`config.mk`:
```
export PLATFORM = sky130hd
export DESIGN_NAME = witness_driver
export DESIGN_NICKNAME = d
export VERILOG_FILES = /design/src/rtl/witness_driver.sv
export SDC_FILE = /design/constraint.sdc
export NUM_CORES = 1
export LEC_CHECK = 0
export BUFFER_PORTS_ARGS = -buffer_cell sky130_fd_sc_hd__buf_2
export CAP_MARGIN = 40
export CELL_PAD_IN_SITES_DETAIL_PLACEMENT = 0
export CELL_PAD_IN_SITES_GLOBAL_PLACEMENT = 1
export CORE_AREA = 2 2 87 89
export CTS_CLUSTER_SIZE = 40
export DETAILED_ROUTE_END_ITERATION = 7
export DIE_AREA = 0 0 89 91
export GPL_ROUTABILITY_DRIVEN = 0
export GPL_TIMING_DRIVEN = 0
export PLACE_DENSITY = 0.83
export REMOVE_ABC_BUFFERS = 1
export SETUP_SLACK_MARGIN = 0.1
export SYNTH_ARGS = -nofsm -noshare
export SYNTH_HDL_FRONTEND = slang
export SYNTH_SLANG_ARGS = --single-unit
```
`constraint.sdc`:
```
create_clock -name clk -period 1.9 [get_ports clk]
set_clock_uncertainty 0.1 [all_clocks]
set_input_delay 0.38 -clock clk [delete_from_list [all_inputs] [get_ports clk]]
set_output_delay 0.38 -clock clk [all_outputs]
set_load 0.02 [all_outputs]
```
`src/rtl/witness_driver.sv`:
```
// Drives the two-counter harness (dut_rst/ena1/ena2) so count/count2 land on the
// latched targets, then samples valid_obs. Optional WITNESS_CHECK_EN adds a count_obs shadow check.
module witness_driver #(
  parameter int unsigned WIDTH = 12
) (
  input  logic             clk,
  input  logic             rst,
  input  logic             start,
  input  logic [WIDTH-1:0] target1,
  input  logic [WIDTH-1:0] target2,
  input  logic [WIDTH-1:0] count_obs,
  input  logic             valid_obs,
  output logic             dut_rst,
  output logic             ena1,
  output logic             ena2,
  output logic             busy,
  output logic             done,
  output logic             hit,
  output logic             mismatch
);

  typedef enum logic [2:0] {
    IDLE,
    RESET,
    RUN,
    SETTLE,
    DONE
  } state_t;

  state_t           state_q, state_d;
  logic [WIDTH-1:0] t1_q, t2_q;
  logic [WIDTH-1:0] sh1_q, sh2_q;
  logic             dut_rst_q;
  logic             hit_q;
  logic             accept;

  assign accept  = (state_q == IDLE) && start;
  assign dut_rst = dut_rst_q;
  assign hit     = hit_q;

  always_comb begin
    state_d = state_q;
    ena1    = 1'b0;
    ena2    = 1'b0;
    busy    = (state_q != IDLE);
    done    = 1'b0;
    case (state_q)
      IDLE:   if (start) state_d = RESET;
      RESET:  state_d = RUN;
      RUN: begin
        ena1 = (sh1_q != t1_q);
        ena2 = (sh2_q != t2_q);
        if ((sh1_q == t1_q) && (sh2_q == t2_q)) state_d = SETTLE;
      end
      SETTLE: state_d = DONE;
      DONE: begin
        done    = 1'b1;
        state_d = IDLE;
      end
      default: state_d = IDLE;
    endcase
  end

  always_ff @(posedge clk or posedge rst) begin
    if (rst) begin
      state_q   <= IDLE;
      t1_q      <= '0;
      t2_q      <= '0;
      sh1_q     <= '0;
      sh2_q     <= '0;
      dut_rst_q <= 1'b0;
      hit_q     <= 1'b0;
    end else begin
      state_q   <= state_d;
      // Registered so dut_rst is high exactly during the RESET state.
      dut_rst_q <= (state_d == RESET);
      if (accept) begin
        t1_q  <= target1;
        t2_q  <= target2;
        hit_q <= 1'b0;
      end
      if (state_q == RESET) begin
        sh1_q <= '0;
        sh2_q <= '0;
      end else begin
        if (ena1) sh1_q <= sh1_q + WIDTH'(1);
        if (ena2) sh2_q <= sh2_q + WIDTH'(1);
      end
      if (state_q == DONE) hit_q <= ~valid_obs;
    end
  end

`ifdef WITNESS_CHECK_EN
  logic mismatch_q;
  logic chk_active;

  assign chk_active = (state_q == RUN) || (state_q == SETTLE) || (state_q == DONE);
  assign mismatch   = mismatch_q;

  always_ff @(posedge clk or posedge rst) begin
    if (rst) begin
      mismatch_q <= 1'b0;
    end else if (accept) begin
      mismatch_q <= 1'b0;
    end else if (chk_active && (count_obs != sh1_q)) begin
      mismatch_q <= 1'b1;
    end
  end
`else
  logic unused_count_obs;

  assign unused_count_obs = ^count_obs;
  assign mismatch         = 1'b0;
`endif

endmodule

```
==> results of run 1 <==
-- cell usage in the layout (no fill, tap or decap), types with 4 or more instances in the layout --
master	instances
dfrtp_2	12
a21oi_2	4
buf_2	29
or4_1	7
o31ai_1	10
dfrtp_1	41
clkbuf_8	5
buf_4	35
nand2_1	20
o211ai_1	8
buf_6	16
nand3_1	5
mux2i_1	6
nand4_1	11
a21oi_1	5
xnor2_1	22
mux2_4	22
nor2_4	4
-- cell families after synthesis --
group	count (synthesis)
AOI/OAI and AO/OA	34
xor gates and xnor gates	24
adders and majority gates	2
buffers and inverters	19
DFF	53
muxes	30
other	1
and+or+nand+nor	86
-- what timing repair did --
action | 4_1_cts | 5_1_grt
hold buffers | 0 | 0
pin swaps | 20 | 19
cloned | 1 | 1
setup endpoints to repair | 55 | 49
setup buffers | 35 | 13
resized for setup | 61 | 35
-- cell type report --
class	count	area, um^2	area share [%]
multi-input cells	178	1580	41.1
flip-flops and latches	53	1340	34.9
repair buffers	86	703	18.3
inverters	4	15.0	0.391
well taps	99	124	3.23
clock buffers	8	80.1	2.09
-- critical path, stage by stage (launching register included) --
cell	delay (ps)
dfrtp_1	410
xnor2_1	210
nand4_1	180
nor3_4	240
buf_6	140
nor2_4	40
buf_6	120
-- metal layers --
layer | share of wire [%] | up-vias
li1 | - | 1065
met1 | 43 | 1156
met2 | 51 | 59
met3 | 4.3 | 10
met4 | 1.4 | 0
met5 | 0 | -
-- where the power goes --
group | internal (W) | switching, W | total (W) | leakage (nW)
sequential | 0.00151 | 0.000337 | 0.00185 | 0.658
combinational | 0.00134 | 0.00104 | 0.00238 | 0.962
clock | 0.000263 | 0.000353 | 0.000616 | 0.0395
-- how the worst max path moves through the flow --
stage                     startpoint                  end  slack, ps  cells past startpoint
2_1_floorplan   sh1_q[2]$_DFFE_PP0P_                 ena1       -710                      4
3_3_place_gp    sh1_q[2]$_DFFE_PP0P_                 ena1      -1350                      5
3_5_place_dp    state_q[0]$_DFF_PP0_  t1_q[8]$_DFFE_PP0P_       -330                      3
4_1_cts        sh1_q[11]$_DFFE_PP0P_                 ena1       -190                      6
5_1_grt          t1_q[2]$_DFFE_PP0P_                 ena1       -320                      6
6_report         t1_q[2]$_DFFE_PP0P_                 ena1       -230                      6
-- synth_stat cells, drive strengths merged --
master   n
nor3b    2
and2     3
and4     1
clkbuf   4
o31ai   11
a21oi    9
nor3     5
and3b    1
mux2    24
and3     2
a31o     1
ha       2
mux2i    6
nand2b   3
or4     10
or3b     1
buf     11
inv      4
xnor2   24
o22ai    1
or3      5
conb     1
nor2     7
o211ai   8
o21ai    4
nand3b   2
nor4     1
dfrtp   53
nand2   23
nand4   12
nand3    8
-- state kept, by name, indices dropped and copies added (netlist names) --
| name | cells |
|---|---|
| t2_q | 12 |
| sh1_q | 12 |
| state_q | 3 |
| dut_rst | 1 |
| hit | 1 |
| t1_q | 12 |
| sh2_q | 12 |
-- metrics by stage --
step	worst slack [ps]	std cells	power, W	setup TNS [ps]
after floorplan	-713	234	0.00287	-14990
after global placement	-1350	366	0.00319	-65090
after detailed placement	-331	370	0.00327	-9730
after CTS	-194	414	0.00459	-749
after global routing	-320	428	0.00509	-5130
final	-230	428	0.00484	-2890
==> reports/metrics.yaml, run 1 <==
crit_type: "flop to primary output"
use_met1_pct: 24.6
grt_start_max_net_pins: 28
power-per-cell-area_nw_per_um2: 1260
antenna_found_initial: 0
startpoint_type: "flop"
layout_min_cycle_time_ps: 2130
syn2layout_area_growth_pct: 41.5
maxCapViolCount: 0
status: "finished, violations left"
synth.top_cell.area_share_pct: 48.9
worstMarginPinSlew_ps: 625
hold_slack_ps: 49.3
end_kind: "primary output"
die_w_um: 89
cp.required_ps: 1420
die-area_um2: 8100
clock-sinks: 53
use_met3_pct: 2.82
worstPathMaxFanout: 2
port_buffers: 33
die_y_um: 91
synth-compound-area-share_pct: 8.21
irDropWorstVdd_mv: 0.879
ys_types: 36
fill_cells: 629
synth.area.top_cells: "dfrtp_1 (49%), mux2_2 (10%), xnor2_1 (7.7%), nand2_1 (3.2%), o31ai_1 (3.0%)"
final_area_um2: 3840
hp-class: "input pin to asynchronous set/reset pin"
drt-total-wl_mm: 7.34
worstReg2RegEnd: "sh1_q[8]$_DFFE_PP0P_"
synth-simple-area-share_pct: 18.4
grt-busiest-layer: "met2"
use_met2_pct: 27.7
fin_nets: 370
clk_pin_slew_ps: 90
avgViaCountPerCell: 5.35
rr_worst_depth: 7
slew_violations: 0
synth-seq-area-share_pct: 48.9
timing.final.crit_share_pct: 112
drt_iter0_markers: 156
clockBufferDepth: 2
cts-htree-levels: 2
n_antenna_cell: 0
grt_pass1_wl_mm: 11.0
syn_area_per_cell_um2: 10.9
vias: 2290
coreArea_um2: 7140
drive_gt1_share_pct: 51.1
hpwl_mm: 3.79
finalWorstSetupSlack_ps: -230
slew_headroom_pct: 58.3
num_rows: 31
synth_fa_ha_area_share_pct: 0.922
power_leakage_nw: 1.66
drc_errors: 0
ff2ff_setup_slack_ps: -210
cts_root_buf: "clkbuf_8"
synth_area_um2: 2710
cts_tree: "built"
ys_seq_elements: 53
numCtsBuffers: 5
synth_top_family_by_area: "simple AND/OR/NAND/NOR gates"
yosysWarningCount: 0
setup_viol: 36
grt.overflow.total: 0
hold_violations: 0
post_dp_cell_area_um2: 2990
synth_mux_area_share_pct: 12.2
fmax_ghz: 0.469
cp.arrival_ps: 1650
wire_per_inst_um: 17.2
grt_pass1_vias: 2138
final_antenna_net_count: 0
synth-xor-area-share_pct: 7.75
start_util_pct: 38.0
netlist_instances: 249
fin_util_pct: 53.8
rsz0062_at_grt: "true"
clkLatencyLatePin_ps: 300
io_pins: 47
r2r-start: "state_q[0]$_DFF_PP0_"
synth_largest_area_cell: "dfrtp_1"
track_usage_pct: 17.4
first_pass_iters: 5
violations: "negative setup slack"
Note: power is estimated with default switching activity, not from simulation.
==> run 2, diff against run 1 <==
Settings changed: CORE_AREA 2 2 87 89 to 2 2 79 81, DIE_AREA 0 0 89 91 to 0 0 81 83, PLACE_DENSITY 0.83 to 0.93.
Clock period 1.9 ns to 2.65 ns, I/O delays scaled along.
==> run 2 against run 1 <==
- the flow now finishes without violations
- first-iteration DRC count is 18% lower
- sequential share of layout area is 7.4 points higher
- non-clock buffer count decreased by 41
- flip-flop and latch count did not move
- setup slack gained 450 ps
- die area shrank 17%
- cell count shrank 15%
- total power decreased by 42%
==> reports/metrics.yaml, run 2 (same netlist as run 1, synthesis figures left out) <==
grt_pass1_vias: 1920
drc_errors: 0
clockBufferDepth: 2
ff2ff_setup_slack_ps: 460
num_rows: 28
vias: 2024
start_util_pct: 46.7
timing.final.crit_share_pct: 91.9
cp_num_cells: 6
power_leakage_nw: 1.34
clk_pin_slew_ps: 90
rr_worst_depth: 3
cp_top_family: "simple AND/OR/NAND/NOR gates"
hold_violations: 0
cp_cell_sequence: "xnor2_1, nand4_1, nor3_4, buf_6, nor2_1, buf_2"
layout_min_cycle_time_ps: 2430
fill_cells: 544
grt_pass1_wl_mm: 8.93
final_antenna_net_count: 0
cp.arrival_ps: 1800
cp_slowest_stage_delay_ps: 440
slew_violations: 0
fin_nets: 328
dr_wl_met2_mm: 2.58
port_buffers: 33
first_pass_iters: 4
cts_root_buf: "clkbuf_8"
die_y_um: 83
maxCapViolCount: 0
coreArea_um2: 5820
grt_start_max_net_pins: 33
hpwl_mm: 3.66
crit_buf_inv: 2
p_comb_share_pct: 36.3
irDropWorstVdd_mv: 0.591
drt_iter0_markers: 128
die-area_um2: 6720
stdcell_count: 362
die_w_um: 81
area.sequential_um2: 1330
switchingPower_w: 0.00100
final_cell_mix: "dfrtp_1 (50), buf_2 (33), mux2_2 (24), nand2_1 (23), xnor2_1 (21)"
wire_per_inst_um: 14.5
setup_viol: 0
numCtsBuffers: 5
crit_type: "flop to primary output"
top_layer: "met4"
p_clk_share_pct: 15.8
routed-wl-met3_um: 254
end_kind: "primary output"
drt-total-wl_mm: 5.25
antenna_found_initial: 0
power-per-cell-area_nw_per_um2: 893
final_common_cell: "dfrtp_1"
startpoint: "sh2_q[9]$_DFFE_PP0P_"
n_antenna_cell: 0
cts-htree-levels: 2
hold_slack_ps: 146
worstMarginPinSlew_ps: 858
rsz0062_at_grt: "true"
worstPathMaxFanout: 10
power_w: 0.00280
avgViaCountPerCell: 5.59
crit_slowest_cell: "dfrtp_1"
hp-class: "input pin to asynchronous set/reset pin"
clock-sinks: 53
dpl.cell_count: 345
wl_met1_mm: 2.37
worstReg2RegEnd: "t1_q[8]$_DFFE_PP0P_"
seqPwrFrac_pct: 47.9
drive_gt1_share_pct: 32.8
status: "complete, no violations"
startpoint_type: "flop"
cts_hold_buffers: 0
cellInternalPower_w: 0.00180
slew_headroom_pct: 42.6
p_sw_share_pct: 35.7
multiInputGateArea_um2: 1340
syn2layout_area_growth_pct: 15.7
r2r-start: "state_q[0]$_DFF_PP0_"
worstSetupEndpoint: "ena2"
track_usage_pct: 16.7
grt.overflow.total: 0
clkLatencyLatePin_ps: 310
io_pins: 47
cp.required_ps: 2020
fmax_ghz: 0.411
cts_tree: "built"
run 2: power groups by stage:
stage	Combinational (W)	Sequential, W	Clock, W
final	0.00102	0.00134	0.000442
after global routing	0.00114	0.00138	0.000494
after CTS	0.00100	0.00133	0.000457
after detailed placement	0.000988	0.00135	0
after global placement	0.000943	0.00134	0
after floorplan	0.000763	0.00129	0
run 2: final cells by class:
| class | instances | area share (%) |
|---|---|---|
| sequential | 53 | 42.4 |
| multi-input combinational | 177 | 42.8 |
| inverter | 4 | 0.478 |
| tap | 75 | 2.99 |
| clock inverter | 2 | 0.319 |
| timing repair buffer | 45 | 8.77 |
| clock buffer | 6 | 2.31 |
run 2: worst min-delay path by stage:
stage,start,end,slack [ps],cells past startpoint
6_report,rst,t2_q[10]$_DFFE_PP0P_,150,2
5_1_grt,rst,t2_q[10]$_DFFE_PP0P_,180,2
4_1_cts,rst,t2_q[10]$_DFFE_PP0P_,150,2
3_5_place_dp,t2_q[0]$_DFFE_PP0P_,t2_q[0]$_DFFE_PP0P_,420,1
3_3_place_gp,t1_q[1]$_DFFE_PP0P_,t1_q[1]$_DFFE_PP0P_,420,1
2_1_floorplan,t2_q[0]$_DFFE_PP0P_,t2_q[0]$_DFFE_PP0P_,400,1
run 2: stage by stage:
step / instance area [um^2] / utilization, % / worst slack (ps) / TNS [ps]
floorplan: 2630 / - / -113 / -178
global placement: 2890 / 49.7 / -746 / -5590
detailed placement: 2950 / 50.7 / 267 / 0
CTS: 3050 / 52.5 / 120 / 0
global route: 3140 / 54.0 / 87.9 / 0
finish: 3140 / 54.0 / 215 / 0
run 2: layer usage:
| metal | global-route usage (%) | up-vias |
|---|---|---|
| li1 | - | 975 |
| met1 | 23.9 | 1002 |
| met2 | 26.0 | 45 |
| met3 | 2.93 | 2 |
| met4 | 4.62 | 0 |
| met5 | 0 | - |
run 2: what timing repair did:
action | 4_1_cts | 5_1_grt
pin swaps | 2 | 2
setup buffers | 1 | 8
endpoints found under the setup margin | 2 | 2
resized for setup | 2 | 6
